[src/rtl/fp16_seg_display.sv]
// Captures an FP16 word plus class flags and scans it in hex onto a 4-digit common-anode display.
// Optional NaN blink of the whole display: define FP16_SEG_NAN_BLINK_EN.
module fp16_seg_display #(
   parameter int REFRESH_DIV = 50000,
   parameter int BLINK_TICKS = 64
) (
   input  logic        clk,
   input  logic        rst,
   input  logic [15:0] value,
   input  logic [5:0]  class_in,
   input  logic        load,
   output logic [6:0]  seg,
   output logic        dp,
   output logic [3:0]  an,
   output logic [5:0]  class_led
);
   localparam int CW = $clog2(REFRESH_DIV);

   if (REFRESH_DIV < 2 || BLINK_TICKS < 1) begin : g_param_chk
      $error("fp16_seg_display: REFRESH_DIV must be >= 2 and BLINK_TICKS >= 1");
   end

   logic [15:0]   shadow;
   logic [CW-1:0] ref_cnt;
   logic [1:0]    idx;
   logic          adv;
   logic          blank;
   logic [3:0]    nib;
   logic [3:0]    an_nxt;
   logic [6:0]    seg_nxt;

   assign adv = (ref_cnt == CW'(REFRESH_DIV - 1));

   // load only touches the captured word/flags; the scan keeps its phase
   always_ff @(posedge clk) begin
      if (rst) begin
         shadow    <= '0;
         class_led <= '0;
         ref_cnt   <= '0;
         idx       <= '0;
      end else begin
         ref_cnt <= adv ? '0 : ref_cnt + CW'(1);
         if (adv)
            idx <= idx + 2'd1;
         if (load) begin
            shadow    <= value;
            class_led <= class_in;
         end
      end
   end

`ifdef FP16_SEG_NAN_BLINK_EN
   localparam int BW = (BLINK_TICKS > 1) ? $clog2(BLINK_TICKS) : 1;
   logic [BW-1:0] blink_cnt;
   logic          blink_phase;

   always_ff @(posedge clk) begin
      if (rst || load) begin
         blink_cnt   <= '0;
         blink_phase <= 1'b0;
      end else if (adv) begin
         if (blink_cnt == BW'(BLINK_TICKS - 1)) begin
            blink_cnt   <= '0;
            blink_phase <= ~blink_phase;
         end else begin
            blink_cnt <= blink_cnt + BW'(1);
         end
      end
   end

   assign blank = blink_phase & (class_led[5] | class_led[4]);
`else
   assign blank = 1'b0;
`endif

   always_comb begin
      nib    = shadow[3:0];
      an_nxt = 4'b1110;
      case (idx)
         2'd0: begin nib = shadow[3:0];   an_nxt = 4'b1110; end
         2'd1: begin nib = shadow[7:4];   an_nxt = 4'b1101; end
         2'd2: begin nib = shadow[11:8];  an_nxt = 4'b1011; end
         2'd3: begin nib = shadow[15:12]; an_nxt = 4'b0111; end
         default: ;
      endcase
   end

   always_comb begin
      seg_nxt = 7'h7F;
      case (nib)
         4'h0: seg_nxt = 7'b1000000;
         4'h1: seg_nxt = 7'b1111001;
         4'h2: seg_nxt = 7'b0100100;
         4'h3: seg_nxt = 7'b0110000;
         4'h4: seg_nxt = 7'b0011001;
         4'h5: seg_nxt = 7'b0010010;
         4'h6: seg_nxt = 7'b0000010;
         4'h7: seg_nxt = 7'b1111000;
         4'h8: seg_nxt = 7'b0000000;
         4'h9: seg_nxt = 7'b0010000;
         4'hA: seg_nxt = 7'b0001000;
         4'hB: seg_nxt = 7'b0000011;
         4'hC: seg_nxt = 7'b1000110;
         4'hD: seg_nxt = 7'b0100001;
         4'hE: seg_nxt = 7'b0000110;
         4'hF: seg_nxt = 7'b0001110;
         default: ;
      endcase
   end

   // sign rides on the leftmost digit's decimal point
   always_ff @(posedge clk) begin
      if (rst) begin
         seg <= 7'h7F;
         dp  <= 1'b1;
         an  <= 4'hF;
      end else begin
         seg <= seg_nxt;
         an  <= blank ? 4'hF : an_nxt;
         dp  <= blank | ~((idx == 2'd3) & shadow[15]);
      end
   end

endmodule

[config.mk]
export PLATFORM = sky130hd
export DESIGN_NAME = fp16_seg_display
export DESIGN_NICKNAME = d
export VERILOG_FILES = /design/src/rtl/fp16_seg_display.sv
export SDC_FILE = /design/constraint.sdc
export NUM_CORES = 1
export LEC_CHECK = 0
export ABC_AREA = 1
export BUFFER_PORTS_ARGS = -buffer_cell sky130_fd_sc_hd__buf_4
export CELL_PAD_IN_SITES_DETAIL_PLACEMENT = 0
export CELL_PAD_IN_SITES_GLOBAL_PLACEMENT = 1
export CORE_ASPECT_RATIO = 1.75
export CORE_UTILIZATION = 40
export DETAILED_ROUTE_END_ITERATION = 8
export PLACE_DENSITY_LB_ADDON = 0.1
export SLEW_MARGIN = 5
export SYNTH_ARGS = -nofsm -noshare
export SYNTH_HDL_FRONTEND = slang
export SYNTH_SLANG_ARGS = --single-unit
export TNS_END_PERCENT = 30
[constraint.sdc]
create_clock -name clk -period 4.1 [get_ports clk]
set_input_delay 0.82 -clock clk [delete_from_list [all_inputs] [get_ports clk]]
set_output_delay 0.82 -clock clk [all_outputs]
set_load 0.01 [all_outputs]
==> results of run 1 <==
==> power by group through the flow <==
stage | clock [µW] | combinational (µW) | sequential, µW
2_1_floorplan | 0 | 61.5 | 557
3_3_place_gp | 0 | 112 | 554
3_5_place_dp | 0 | 112 | 554
4_1_cts | 324 | 113 | 543
5_1_grt | 343 | 126 | 545
6_report | 310 | 111 | 542
==> metal layers <==
layer | vias up | track usage (%) | share of wire [%]
met1 | 978 | 17.4 | 37
met3 | 8 | 2.94 | 1.8
li1 | 1152 | - | -
met2 | 25 | 36.7 | 59
met4 | 0 | 6.33 | 1.6
met5 | - | 0 | 0
==> worst max-delay path, stage by stage, from the launching register on <==
cell     delay (ns)
dfxtp_1        0.39
inv_1          0.09
ha_1           0.29
inv_2          0.16
nand2_1        0.09
o21ai_2        0.27
inv_1          0.13
ha_1           0.23
nand3_1        0.13
nand2_1        0.07
nand2_1        0.06
nand3_1        0.06
==> cell usage after synthesis, drive strengths merged <==
master | count | share of area (%)
dfxtp | 52 | 42
o21ai | 26 | 5.9
a21oi | 16 | 4.2
inv | 29 | 4.4
o21bai | 1 | 0.31
ha | 11 | 5.6
nor2 | 73 | 12
nand3b | 1 | 0.31
clkbuf | 6 | 0.92
nand2 | 77 | 13
or2 | 3 | 0.76
and2 | 1 | 0.25
nand3 | 32 | 6.5
nand4 | 2 | 0.51
buf | 2 | 1.0
nor3 | 3 | 0.81
xor2 | 3 | 1.1
==> final cells by class <==
class / count / area share (%)
well taps: 78 / 3.34
inverters: 29 / 3.72
clock inverters: 2 / 0.514
multi-input cells: 249 / 43.2
clock buffers: 6 / 2.83
repair buffers: 42 / 10.8
flip-flops and latches: 52 / 35.6
==> worst min path at each step <==
stage                     end  slack (ns)  cells past startpoint
final                      dp        0.45                      1
after global routing       dp        0.47                      1
after CTS                  dp        0.44                      1
after detailed placement   dp        0.42                      1
after global placement     dp        0.42                      1
after floorplan            dp        0.39                      1
==> stage by stage <==
step / hold slack, ns / total power (µW)
floorplan: 0.391 / 618
global placement: 0.416 / 666
detailed placement: 0.420 / 667
CTS: 0.444 / 980
global route: 0.467 / 1010
finish: 0.446 / 964
==> flip-flops by register name, summed over array words and instances, names as in the netlist <==
signal / count
ref_cnt: 16
shadow: 16
seg: 7
class_led: 6
an: 4
idx: 2
dp: 1
==> cells by family after synthesis <==
logic type / synth area share [%]
and+or+nand+nor: 34.3
buffers and inverters: 6.36
AOI/OAI and AO/OA: 10.4
adders and majority gates: 5.60
DFF: 42.3
xor gates and xnor gates: 1.07
==> qor.csv, run 1 <==
metric,value,unit
finalSetupViolations,0,
grt_remaining_overflow,0,
hold_violations,0,
p_comb_share,11.5,%
slew_viol_final,0,
post_cts_buffers,0,
drt_iter0_drc,71,
leakage,0.00125,µW
num_vias,2163,
io_pins,43,
seqCellArea,1040,µm²
yosys_warnings,0,
die-height,106,µm
htree_levels,2,
crit_fanout,7,
cts_resized,0,
synth_cells,338,
p_switching,245,µW
num-nets-final,415,
yosysUniqueCellTypes,28,
io_buffers,42,
internal_power,718,µW
ant_nets,0,
synthToLayoutAreaGrowth,18.8,%
fmax,0.472,GHz
finalNonFillerCells,458,
placed_cell_area,2830,µm²
finClkSkew,0.00551,ns
maxSlewHeadroom,41.1,%
seq_area_frac_synth,42.3,%
grt_pass1_vias,2186,
startpoint_type,register,
ys_ff_latch,52,
period_share,51.7,%
grt_first_pass_wirelength,9080,µm
layout-drive-gt1-share,20.8,%
final_common_cell,nand2_1,
maxCapViolCount,0,
antenna_found_initial,0,
place_ws,1.85,ns
num_rows,37,
die_w,61.3,µm
rsz0062_at_grt,no,
period_minus_slack,2.12,ns
antenna_cells,0,
clk_pin_slew,0.10,ns
p_sw_share,25.4,%
routedWlPerCell,11.6,µm
p_seq_share,56.3,%
crit_end,seg[3],
r2r_start,idx[0],
initial_core_util,41.5,%
multiInputGateArea,1260,µm²
avgSynthCellArea,7.28,µm²
worstSetupEndpointType,register,
syn_area,2460,µm²
avgViaCountPerCell,4.72,
place.gp.congestion,0.784,
fin_util,49.3,%
power.ir.vdd_worst,142,µV
status,"complete, no violations",
crit_required,4.26,ns
root_buffer,clkbuf_8,
crit_start,idx[0],
tightest_slew,0.883,ns
drt_wl_total,5290,µm
hold_path.class,reg -> reg,
synth_nets,374,
cts_buffers,5,
critPathKind,reg -> reg,
worst-r2r-cell-count,11,
clk_latency,0.31,ns
place_hpwl,4100,µm
final_cell_mix,"nand2_1, nor2_1, dfxtp_1",
worst_slack,1.98,ns
clk_path_buf_depth,2,
grt_max_degree,33,
dr.pass1.iters,4,
r2r-end,seg[3],
setup_tns,0,ns
ff2ff_setup_slack,1.98,ns
cts_tree,built,
worst_ep_arrival_time,2.28,ns
grt_usage,18.5,%
design.core.area,5930,µm²
worstHoldStart,shadow[15],
holdBufCountCts,0,
dpl.cell_count,450,
p_clk_share,32.2,%
die_area,6480,µm²
p_per_area,330,nW/µm²
fin_area,2920,µm²
fill_cells,684,
drc,0,
clock_sinks,52,
No activity file was read; power rests on OpenSTA's default activity.
==> run 2: changes to the inputs <==
--- a/config.mk
+++ b/config.mk
@@ -5,12 +5,12 @@
 export SDC_FILE = /design/constraint.sdc
 export NUM_CORES = 1
 export LEC_CHECK = 0
-export ABC_AREA = 1
+export ABC_AREA = 0
 export BUFFER_PORTS_ARGS = -buffer_cell sky130_fd_sc_hd__buf_4
 export CELL_PAD_IN_SITES_DETAIL_PLACEMENT = 0
 export CELL_PAD_IN_SITES_GLOBAL_PLACEMENT = 1
 export CORE_ASPECT_RATIO = 1.75
-export CORE_UTILIZATION = 40
+export CORE_UTILIZATION = 38
 export DETAILED_ROUTE_END_ITERATION = 8
 export PLACE_DENSITY_LB_ADDON = 0.1
 export SLEW_MARGIN = 5
==> constraint.sdc (replaced) <==
create_clock -name clk -period 1.7 [get_ports clk]
set_input_delay 0.34 -clock clk [delete_from_list [all_inputs] [get_ports clk]]
set_output_delay 0.34 -clock clk [all_outputs]
set_load 0.01 [all_outputs]
==> qor.csv, run 2 <==
metric,value,unit,change
status,finished with violations,,
violations,negative setup slack,,
layout-drive-gt1-share,39.3,%,+18 points
die_area,6410,µm²,-1.0%
place.gp.congestion,0.765,,-2.5%
io_pins,43,,unchanged
p_seq_share,52.8,%,-3.5 points
synth_compound_area_share,5.63,%,-4.7 points
grt_usage,17.6,%,-0.87 points
finalSetupViolations,7,,+7
root_buffer,clkbuf_8,,
crit_fanout,5,,-2
place_ws,-0.256,ns,-2.10 ns
clock_sinks,52,,unchanged
avgSynthCellArea,9.92,µm²,+36%
yosys_warnings,0,,unchanged
synth.most_common_cell,dfxtp_1,,
ys_ff_latch,52,,unchanged
yosys.area.top_type,dfxtp_1,,
routedWlPerCell,13.7,µm,+19%
hold_path.class,in -> reg,,
die-height,105,µm,-0.52%
rsz0062_at_grt,yes,,
power.ir.vdd_worst,439,µV,+210%
period_minus_slack,1.93,ns,-0.194 ns
worstHoldStart,value[4],,
grt_first_pass_wirelength,8300,µm,-8.6%
period_share,113,%,+62 points
finClkSkew,0.00242,ns,-0.00310 ns
setup_tns,-1.21,ns,-1.21 ns
clk_pin_slew,0.09,ns,about the same
grt_remaining_overflow,0,,unchanged
place_hpwl,3970,µm,-3.1%
syn_area,2310,µm²,-6.0%
critPathKind,reg -> reg,,
antenna_found_initial,0,,unchanged
seq_area_frac_synth,45.0,%,+2.7 points
ant_nets,0,,unchanged
drt_wl_total,5230,µm,-1.1%
worstSetupEndpointType,register,,
synth_top_family_by_area,simple AND/OR/NAND/NOR gates,,
fmax,0.519,GHz,+10%
p_switching,581,µW,+140%
final_common_cell,buf_4,,
p_clk_share,34.1,%,+1.9 points
grt_max_degree,25,,-24%
maxSlewHeadroom,74.0,%,+33 points
cts_buffers,5,,unchanged
final_cell_mix,"buf_4, dfxtp_1, nor2_1",,
yosysUniqueCellTypes,42,,+50%
ys_top_cells_by_area,"dfxtp_1, mux2i_1, nor2_1",,
synth_edf_count,0,,unchanged
p_per_area,776,nW/µm²,+140%
holdBufCountCts,0,,unchanged
synth_common_cells,"dfxtp_1, nor2_1, mux2i_1",,
clk_path_buf_depth,2,,unchanged
io_buffers,42,,unchanged
num-nets-final,338,,-19%
internal_power,1880,µW,+160%
synthToLayoutAreaGrowth,37.1,%,
leakage,0.00136,µW,+8.3%
p_comb_share,13.1,%,+1.6 points
crit_start,idx[0],,
htree_levels,2,,unchanged
p_total,2460,µW,+160%
p_sw_share,23.6,%,-1.8 points
top_regs,"ref_cnt (16), shadow (16), seg (7)",,
synthSimpleGateAreaFrac,18.1,%,-16 points
worst_slack,-0.226,ns,-2.21 ns
maxCapViolCount,0,,unchanged
synthMuxAreaShare,15.0,%,+15 points
grt_pass1_vias,1817,,-17%
num_rows,37,,unchanged
ys.flop_type,dfxtp_1,,
async_flop_share,0,%,unchanged
crit_required,1.89,ns,-2.37 ns
die_w,61.0,µm,-0.51%
antenna_cells,0,,unchanged
worst_ep_arrival_time,2.11,ns,-0.17 ns
startpoint_type,register,,
synth_top_area_share,45.0,%,+2.7 points
dr.pass1.iters,4,,unchanged
drc,0,,unchanged
avgViaCountPerCell,4.73,,+0.26%
tightest_slew,0.390,ns,-0.493 ns
num_vias,1804,,-17%
initial_core_util,39.3,%,-2.2 points
design.core.area,5880,µm²,-0.78%
hold_violations,0,,unchanged
synth_xor_area_share,5.30,%,+4.2 points
clk_latency,0.30,ns,about the same
r2r_start,idx[0],,
synth_cells,233,,-31%
cts_tree,built,,
whs,0.269,ns,-0.178 ns
synth_fa_ha_area_share,5.95,%,+0.36 points
drt_iter0_drc,99,,+39%
slew_viol_final,0,,unchanged
synth_nets,269,,-28%
[run 2: cell families (layout without fill, tap and decap cells)]
kind of cell / count (synthesis) / after routing
DFF: 52 / 52
and+or+nand+nor: 80 / 80
muxes: 34 / 34
adders and majority gates: 11 / 11
xor gates and xnor gates: 14 / 14
AOI/OAI and AO/OA: 18 / 18
buffers and inverters: 24 / 94
[run 2: per-layer routing]
metal  global-route usage, %  routed length (µm)
met2                    33.4                2980
met4                    6.66                 108
met5                       0                   0
met1                    17.7                2030
met3                    3.09                 113
[run 2: power groups by stage]
stage	clock, µW	combinational (µW)	sequential, µW
final	839	322	1300
after global routing	928	353	1300
after CTS	860	319	1300
after detailed placement	0	310	1330
after global placement	0	310	1330
after floorplan	0	167	1330
[run 2: area by class of cell]
| class | count | area [µm²] |
|---|---|---|
| Timing Repair Buffer | 73 | 561 |
| Sequential cell | 52 | 1050 |
| Multi-Input combinational cell | 157 | 1290 |
| Inverter | 13 | 56.3 |
| Clock buffer | 5 | 68.8 |
| Fill cell | 547 | 2710 |
| Clock inverter | 3 | 41.3 |
| Tap cell | 78 | 97.6 |
[run 2: final timing paths]
| check | slack [ns] | end | depth (start not counted) |
|---|---|---|---|
| max | -0.23 | seg[0] | 8 |
| min | 0.27 | shadow[4] | 3 |
| max reg2reg | -0.23 | seg[0] | 8 |
| min reg2reg | 0.45 | dp | 1 |
[run 2: critical path, stage by stage, from the launching register on]
cell	delay [ns]
dfxtp_4	0.38
inv_4	0.04
ha_4	0.16
a222oi_1	0.40
mux2_4	0.30
inv_4	0.06
ha_4	0.18
nor4b_4	0.23
a211oi_2	0.06
[run 2: through the flow]
stage	area [µm²]	utilization (%)	cells
6_report	3170	53.9	381
5_1_grt	3170	53.9	381
4_1_cts	3130	53.3	381
3_3_place_gp	2990	50.8	372
2_1_floorplan	2410	-	233
3_5_place_dp	2990	50.8	372
[run 2: what timing repair did]
action | in CTS | in global routing
endpoints found under the setup margin | 7 | 25
resized for setup | 6 | 10
setup buffers | 1 | 0
pin swaps | 4 | 4
==> run 3: changes to the inputs <==
--- a/config.mk
+++ b/config.mk
@@ -12,7 +12,8 @@
 export CORE_ASPECT_RATIO = 1.75
 export CORE_UTILIZATION = 38
 export DETAILED_ROUTE_END_ITERATION = 8
-export PLACE_DENSITY_LB_ADDON = 0.1
+export PLACE_DENSITY_LB_ADDON = 0.2
+export RECOVER_POWER = 50
 export SLEW_MARGIN = 5
 export SYNTH_ARGS = -nofsm -noshare
 export SYNTH_HDL_FRONTEND = slang
==> qor.csv, run 3 (synthesis results as in run 2) <==
metric,value,unit,change
synthToLayoutAreaGrowth,32.8,%,
die-height,105,µm,unchanged
crit_required,1.88,ns,about the same
p_total,2320,µW,-5.8%
maxCapViolCount,0,,unchanged
io_buffers,42,,unchanged
htree_levels,2,,unchanged
routedWlPerCell,13.4,µm,-2.7%
num_rows,37,,unchanged
fmax,0.535,GHz,+3.0%
num-nets-final,332,,-1.8%
antenna_cells,0,,unchanged
worstSetupEndpointType,register,,
num_vias,1808,,+0.22%
final_common_cell,buf_4,,
grt_first_pass_wirelength,8180,µm,-1.5%
avgViaCountPerCell,4.82,,+1.8%
seqCellArea,1050,µm²,-0.12%
clk_pin_slew,0.09,ns,about the same
period_share,110,%,-3.3 points
place.gp.congestion,0.778,,+1.7%
drc,0,,unchanged
fin_area,3070,µm²,-3.1%
drt_wl_total,5010,µm,-4.2%
p_per_area,755,nW/µm²,-2.8%
critPathKind,reg -> reg,,
multiInputGateArea,1270,µm²,-1.5%
die_area,6410,µm²,unchanged
fill_cells,572,,+4.6%
status,finished with violations,,
antenna_found_initial,0,,unchanged
grt_remaining_overflow,0,,unchanged
initial_core_util,39.3,%,unchanged
die_w,61.0,µm,unchanged
dr.pass1.iters,4,,unchanged
placed_cell_area,2930,µm²,-1.9%
hold_path.class,in -> reg,,
hold_violations,0,,unchanged
place_hpwl,3860,µm,-2.8%
period_minus_slack,1.87,ns,-0.0560 ns
leakage,0.00131,µW,-3.5%
violations,negative setup slack,,
layout-drive-gt1-share,37.0,%,-2.2 points
crit_fanout,6,,+1
cts_tree,built,,
worst_slack,-0.170,ns,+0.0560 ns
cts_buffers,5,,unchanged
io_pins,43,,unchanged
finalSetupViolations,7,,unchanged
finClkSkew,0.0100,ns,+0.00763 ns
design.core.area,5880,µm²,unchanged
cp_slowest_stage_delay,0.37,ns,-0.03 ns
clk_path_buf_depth,2,,unchanged
top_regs,"ref_cnt (16), shadow (16), seg (7)",,
grt_pass1_vias,1813,,-0.22%
grt_max_degree,41,,+64%
power.ir.vdd_worst,448,µV,+2.1%
root_buffer,clkbuf_8,,
rsz0062_at_grt,yes,,
holdBufCountCts,0,,unchanged
slew_viol_final,0,,unchanged
maxSlewHeadroom,52.0,%,-22 points
crit_path_cell_trace,inv_2 > buf_4 > ha_2 > mux2_4 > ha_1 > nor4_2 > a211oi_2,,
grt_usage,17.4,%,-0.18 points
cpMaxStageDelayCell,dfxtp_4,,
tightest_slew,0.720,ns,+0.330 ns
clk_latency,0.30,ns,about the same
final_cell_mix,"buf_4, dfxtp_1, nor2_1",,
ant_nets,0,,unchanged
worst_ep_arrival_time,2.05,ns,-0.06 ns
clock_sinks,52,,unchanged
startpoint_type,register,,
drt_iter0_drc,54,,-45%
==> run 3: timing repair <==
item / 4_1_cts / 5_1_grt
setup buffers: 1 / 0
pin swaps: 2 / 3
setup endpoints to repair: 8 / 21
gates resized for setup: 8 / 6
==> run 3: area by class of cell <==
type	count	area share (%)
timing repair buffer	67	16.4
sequential	52	34.2
clock buffer	8	2.93
tap	78	3.18
multi-input combinational	157	41.5
inverter	13	1.83
==> run 3: worst max-delay path: cells and delay by family (launching register included) <==
family	cells	cell delay, ns
flops	1	0.37
compound gates	1	0.08
mux	1	0.37
fa+ha+maj	2	0.45
simple gates	1	0.32
buf+inv	2	0.17
==> run 3: per-stage QoR <==
stage	util (%)	setup slack [ns]	hold WS (ns)	setup TNS (ns)	std cells
2_1_floorplan	-	-0.0442	0.395	-0.404	233
3_3_place_gp	49.9	-0.142	0.448	-0.767	366
3_5_place_dp	49.9	-0.177	0.435	-0.857	366
4_1_cts	51.9	-0.192	0.260	-0.944	375
5_1_grt	52.2	-0.312	0.260	-1.93	375
6_report	52.2	-0.170	0.270	-0.834	375
==> run 3: worst paths after layout <==
check	slack, ns	startpoint	depth (start not counted)	to
hold reg to reg	0.45	shadow[15]	1	dp
setup reg to reg	-0.17	idx[0]	7	seg[0]
setup / recovery	-0.17	idx[0]	7	seg[0]
hold / removal	0.27	class_in[0]	3	class_led[0]
==> run 3: power by group <==
group,leakage (µW),internal [µW],total [µW],switching (µW)
Clock,0.0000455,333,717,384
Combinational,0.000837,160,304,144
Sequential,0.000429,1270,1300,28.3
==> run 3: per-layer routing <==
metal / GRT usage, % / routed length [µm] / vias to the layer above
met2: 33.4 / 2920 / 35
met1: 16.7 / 1890 / 842
met5: 0 / 0 / -
met3: 3.84 / 128 / 6
li1: - / - / 925
met4: 6.82 / 78 / 0
